**src/rtl/uart_fifo.sv**
```systemverilog
// Single-clock byte FIFO between a UART and host logic.
// Registered read data; full/empty decoded from the registered occupancy count.
module uart_fifo #(
    parameter int DATA_WIDTH = 8,
    parameter int DEPTH      = 8
) (
    input  logic                  clk,
    input  logic                  rst,
    input  logic                  wr,
    input  logic                  rd,
    input  logic [DATA_WIDTH-1:0] data_in,
    output logic [DATA_WIDTH-1:0] data_out,
    output logic                  empty,
    output logic                  full
);
    localparam int AW = $clog2(DEPTH);
    localparam logic [AW:0] FULL_CNT = (AW+1)'(DEPTH);

    logic [DATA_WIDTH-1:0] mem_q [DEPTH];
    logic [AW-1:0]         wptr_q, wptr_d;
    logic [AW-1:0]         rptr_q, rptr_d;
    logic [AW:0]           cnt_q, cnt_d;
    logic [DATA_WIDTH-1:0] dout_q, dout_d;
    logic                  wr_ok, rd_ok;

    assign empty = (cnt_q == '0);
    assign full  = (cnt_q == FULL_CNT);

    // A read frees a slot this cycle, so a write into a full FIFO can still land.
    assign rd_ok = rd & ~empty;
    assign wr_ok = wr & (~full | rd_ok);

    always_comb begin
        wptr_d = wptr_q;
        rptr_d = rptr_q;
        cnt_d  = cnt_q;
        dout_d = dout_q;
        if (wr_ok) wptr_d = wptr_q + 1'b1;
        if (rd_ok) begin
            rptr_d = rptr_q + 1'b1;
            dout_d = mem_q[rptr_q];
        end
        case ({wr_ok, rd_ok})
            2'b10:   cnt_d = cnt_q + 1'b1;
            2'b01:   cnt_d = cnt_q - 1'b1;
            default: cnt_d = cnt_q;
        endcase
    end

    always_ff @(posedge clk) begin
        if (!rst) begin
            wptr_q <= '0;
            rptr_q <= '0;
            cnt_q  <= '0;
            dout_q <= '0;
        end else begin
            wptr_q <= wptr_d;
            rptr_q <= rptr_d;
            cnt_q  <= cnt_d;
            dout_q <= dout_d;
        end
    end

    // Storage is not reset; pointers and count define what is valid.
    always_ff @(posedge clk) begin
        if (rst && wr_ok) mem_q[wptr_q] <= data_in;
    end

    assign data_out = dout_q;
endmodule

```
**config.mk**
```make
export PLATFORM = sky130hd
export DESIGN_NAME = uart_fifo
export DESIGN_NICKNAME = d
export VERILOG_FILES = /design/src/rtl/uart_fifo.sv
export SDC_FILE = /design/constraint.sdc
export NUM_CORES = 1
export LEC_CHECK = 0
export ABC_AREA = 1
export BUFFER_PORTS_ARGS = -buffer_cell sky130_fd_sc_hd__buf_2
export CORE_AREA = 3 3 119 121
export CTS_CLUSTER_SIZE = 12
export DETAILED_ROUTE_END_ITERATION = 12
export DIE_AREA = 0 0 122 124
export SYNTH_ARGS = -nofsm -noshare
export SYNTH_HDL_FRONTEND = slang
export SYNTH_SLANG_ARGS = --single-unit
```
**constraint.sdc**
```tcl
create_clock -name clk -period 5.5 [get_ports clk]
set_input_delay 0.275 -clock clk [delete_from_list [all_inputs] [get_ports clk]]
set_output_delay 0.275 -clock clk [all_outputs]
set_load 0.01 [all_outputs]
```
### Word level (Yosys, flattened, before mapping)

Memories as Yosys holds them, arrays and structs flattened. A register that Yosys moved wholly into a read port is not among the register bits.
Index checks and enable logic that the tools add are counted.

* $add $sub $neg: 4
* equal/unequal tests: 3
* mux-type cells: 3
* bitwise gates (word level): 5
* reductions and logical operators: 4

Operators with widths (count)
* case mux 4 bit (2 select lines): 1
* adder 3 x 1 -> 3 bit, second input constant: 2
* adder 4 x 1 -> 4 bit, second input constant: 1
* == test 4 bit, second input constant: 1
* logical NOT 4 bit: 1
* subtractor 4 x 1 -> 4 bit, second input constant: 1
* bitwise AND 1 bit: 2
* == test 2 x 1 -> 1 bit, second input constant: 1
* == test 2 bit, second input constant: 1
* two-way mux 1 bit: 2
* NOT 1 bit: 2
* nonzero test 2 bit: 1
* logical AND 1 bit: 1
* logical NOT 1 bit: 1
* OR 1 bit: 1

* flip-flop bits (word level): 10
* memory bits (writable): 64
* input port bits: 12
* memories kept: 1

Memories
* mem_q: depth 8, width 8, rd ports 1, clocked after Yosys merged registers in 1, write ports 1, line 19 `logic [DATA_WIDTH-1:0] mem_q [DEPTH];`

### Depth between registers and ports, before layout

* depth in word-level cells: 8
* gate-level depth with buffers: 11
* gate-level depth less buffers: 11

### Least setup slack after synthesis

OpenSTA, ideal clock, no wires.

* path kind: register to register
* start: register cnt_q[0]
* end: memory mem_q[0][0] (enable)
* setup time: 383 ps
* data arrival time: 1391 ps
* data required time: 5117 ps
* setup slack: 3725 ps
* cell stages (with the launch flop): 7
* path buffers: 0
* period minus slack after synthesis: 1775 ps
* cell sequence: dfxtp_1 nor2_4 nand4_1 nand2_1 inv_1 nand2_1 nor3_1

* longest elaborated chain between the ends: 8

RTL lines
* start, declared: line 22 `logic [AW:0] cnt_q, cnt_d;`
* start signal, assigned: line 59 `cnt_q <= cnt_d;`
* logical NOT 4 bit: line 26 `assign empty = (cnt_q == '0);`
* NOT 1 bit: line 30 `assign rd_ok = rd & ~empty;`
* bitwise AND 1 bit: line 30
* OR 1 bit *: line 31 `assign wr_ok = wr & (~full | rd_ok);`
* bitwise AND 1 bit *: line 31
* logical AND 1 bit *: line 66 `if (rst && wr_ok) mem_q[wptr_q] <= data_in;`
* two-way mux 1 bit *: line 66
* two-way mux 1 bit (not written as such) *: line 66
* end, declared: line 19

Every way passes the cells marked *; elsewhere a longest branch is shown, timed or not.

### Final worst setup path

* start: register cnt_q[0]
* end: memory mem_q[4][5] (enable)

The elaborated chain is that of the path after synthesis.

==> impl_metrics.py <==
metrics = {
    "min_path": {
        "hold_end": "mem_q[4][7]",
        "hold_start": "data_in[7]",
        "hold_class": "input port to flip-flop",
        "holdPathStages": 1,
    },
    "logic_synthesis": {
        "synth_nets": 362,
        "async_reset_ff_share_pct": 0,
        "syn_avg_cell_area_um2": 10.19,
        "synth_top_cell_area_share_pct": 54.64,
        "synth-edff-count": 64,
        "yosysMostFrequentCell": "nand2_1",
        "synthCells": 345,
        "yosys_most_used_dff": "edfxtp_1",
        "synthDistinctLibCells": 27,
        "syn-cell-area_mm2": 0.003517,
        "yosysSeqAreaShare_pct": 64.89,
        "ys_warn_count": 0,
        "yosys.area.top_type": "edfxtp_1",
        "synth_common_cells": "100 x nand2_1, 64 x edfxtp_1, 41 x nand3_1, 29 x inv_1, 24 x nor2_1",
        "synth_seq_cells": 82,
        "synth.area.top_cells": "edfxtp_1 55%, nand2_1 11%, dfxtp_1 10%, nand3_1 5.8%, inv_1 3.1%",
    },
    "timing": {
        "max_slew_margin_pct": 20.14,
        "setup_viol": 0,
        "setup_ws_ns": 3.283,
        "fin_crit_ns": 2.217,
        "hold_viol_final": 0,
        "slew_violations": 0,
        "fin_setup_tns_ns": 0,
        "fmax_mhz": 451.0,
        "rsz0062_at_grt": "false",
        "fin_crit_sh_pct": 40.32,
        "skew_ns": 0.006864,
        "tightest_slew_ns": 1.189,
    },
    "floorplan": {
        "die_w_um": 122,
        "die_y_um": 124,
        "row_count": 42,
        "core_area_mm2": 0.01319,
        "dieArea_mm2": 0.01513,
        "ios": 22,
        "initial_core_util_pct": 26.66,
    },
    "routing": {
        "avgViaCountPerCell": 4.436,
        "route.met2.wl_um": 3233,
        "routed_wl_um": 7302,
        "dr_wl_met3_um": 504,
        "drc_errors": 0,
        "via_count": 2413,
        "wire_per_inst_um": 13.42,
        "met1_length_um": 3442,
        "postRouteAntennaNets": 0,
        "routed.top_layer": "met4",
        "drt_iter0_markers": 249,
        "first_pass_iters": 5,
    },
    "layout": {
        "final_util_pct": 30.60,
        "fillers": 1333,
        "antenna_cells": 0,
        "drive_gt1_share_pct": 12.23,
        "nets": 381,
        "area_delta_synth_final_pct": 14.76,
    },
    "critical_path": {
        "reg2regPathDepth": 6,
        "reg2reg_from": "cnt_q[0]",
        "path_class": "flip-flop to flip-flop",
        "worstPathArrival_ns": 2.16,
        "critPathMaxFanout": 8,
        "crit_path_start_kind": "flip-flop",
        "end_kind": "flip-flop",
        "cp.required_ns": 5.44,
        "r2r-end": "mem_q[4][5]",
        "rrSetupSlack_ns": 3.28,
    },
    "cts": {
        "hold_buffers": 0,
        "clockBufferDepth": 2,
        "clkTransAtPathRegs_ns": 0.06,
        "post_cts_resized": 0,
        "cts_buffers": 9,
        "cts_max_level": 3,
        "cts_tree": "built",
        "cts_root_buffer": "clkbuf_16",
        "cts_setup_buffers": 0,
        "clock-sinks": 82,
        "clock_latency_ns": 0.33,
    },
    "grt": {
        "grt_usage_pct": 10.26,
        "overflow": 0,
        "first_global_vias": 2324,
        "grt_max_degree": 35,
        "antenna_found_initial": 0,
        "grt_pass1_wl_um": 11770,
    },
    "job": {
        "maxCapViolations": 0,
    },
    "placement": {
        "hpwlAfterDp_um": 5108,
        "place_congestion": 0.8374,
        "dp_slack_ns": 3.253,
        "portBuffers": 21,
    },
    "pwr": {
        "vdd_drop_max_uv": 164.9,
        "leakage_nw": 1.589,
        "power.density_mw_per_mm2": 448.5,
    },
    "run_status": {
        "status": "finished, final reports clean",
    },
}
## area by class of cell
cell class | instances | area, µm² | share of cell area, %
repair buffers | 21 | 105.1 | 2.604
clock buffers | 9 | 225.2 | 5.580
multi-input cells | 215 | 1005 | 24.89
clock inverters | 6 | 65.06 | 1.612
flip-flops and latches | 82 | 2282 | 56.54
well taps | 176 | 220.2 | 5.456
inverters | 35 | 133.9 | 3.317
## cell usage in the layout (no fill, tap or decap), drive strengths merged
| cell type | synthesis | layout |
|---|---|---|
| a21oi | 16 | 16 |
| and3 | 1 | 1 |
| buf | 12 | 21 |
| bufinv | 0 | 1 |
| clkbuf | 1 | 9 |
| clkinv | 3 | 5 |
| clkinvlp | 0 | 1 |
| dfxtp | 18 | 18 |
| edfxtp | 64 | 64 |
| fa | 1 | 1 |
| ha | 4 | 4 |
| inv | 32 | 34 |
| nand2 | 103 | 103 |
| nand3 | 43 | 43 |
| nand4 | 1 | 1 |
| nor2 | 25 | 25 |
| nor3 | 5 | 5 |
| o21ai | 15 | 15 |
| xor2 | 1 | 1 |
## through the flow
step                      hold WS [ns]  std cells  area (µm²)  power, mW
after floorplan                 0.3739        345        3517      1.140
after global placement          0.4587        529        3746      1.216
after detailed placement        0.4544        529        3746      1.232
after CTS                       0.2241        544        4036      1.818
after global routing            0.2388        544        4036      1.917
final                           0.2224        544        4036      1.810
## critical path, stage by stage (launching register included)
cell     delay (ns)
dfxtp_1        0.43
nor2_4         0.07
nand4_1        0.07
nand2_1        0.14
inv_1          0.10
nand2_1        0.09
nor3_1         0.92
## per-layer routing
metal  track usage, %  vias to the layer above
met4            3.782                        0
li1                 -                     1182
met1            13.65                     1149
met3            3.406                        9
met2            15.64                       73
met5                0                        -
## power breakdown
part           internal, mW  total, mW  leakage (nW)  switching, mW
clock network         0.350      0.588         0.142          0.238
logic                 0.150      0.423         0.721          0.273
registers             0.718      0.799         0.726         0.0806
total                  1.22       1.81          1.59          0.591
## sequential cells by signal, indices dropped and copies added, names as in the netlist
name and flops:
mem_q 64, wptr_q 3, cnt_q 4, rptr_q 3, data_out 8
## logic make-up after synthesis
| group | count (synthesis) | synth area share [%] |
|---|---|---|
| AND/OR/NAND/NOR | 178 | 21.91 |
| flip-flops | 82 | 64.89 |
| buffers and inverters | 48 | 6.545 |
| AO/OA/AOI/OAI | 31 | 4.411 |
| adder cells (fa/ha/maj) | 5 | 1.992 |
| XOR/XNOR | 1 | 0.2491 |
## how the worst max path moves through the flow
stage | from | to | slack, ns | cells past startpoint
6_report | cnt_q[0] | mem_q[4][5] | 3.28 | 6
5_1_grt | cnt_q[2] | mem_q[4][5] | 3.04 | 6
4_1_cts | cnt_q[2] | mem_q[4][5] | 3.23 | 6
3_5_place_dp | cnt_q[2] | mem_q[4][6] | 3.25 | 6
3_3_place_gp | cnt_q[0] | mem_q[4][6] | 3.27 | 6
2_1_floorplan | cnt_q[0] | mem_q[0][0] | 3.73 | 6
No activity file was read; power rests on OpenSTA's default activity.
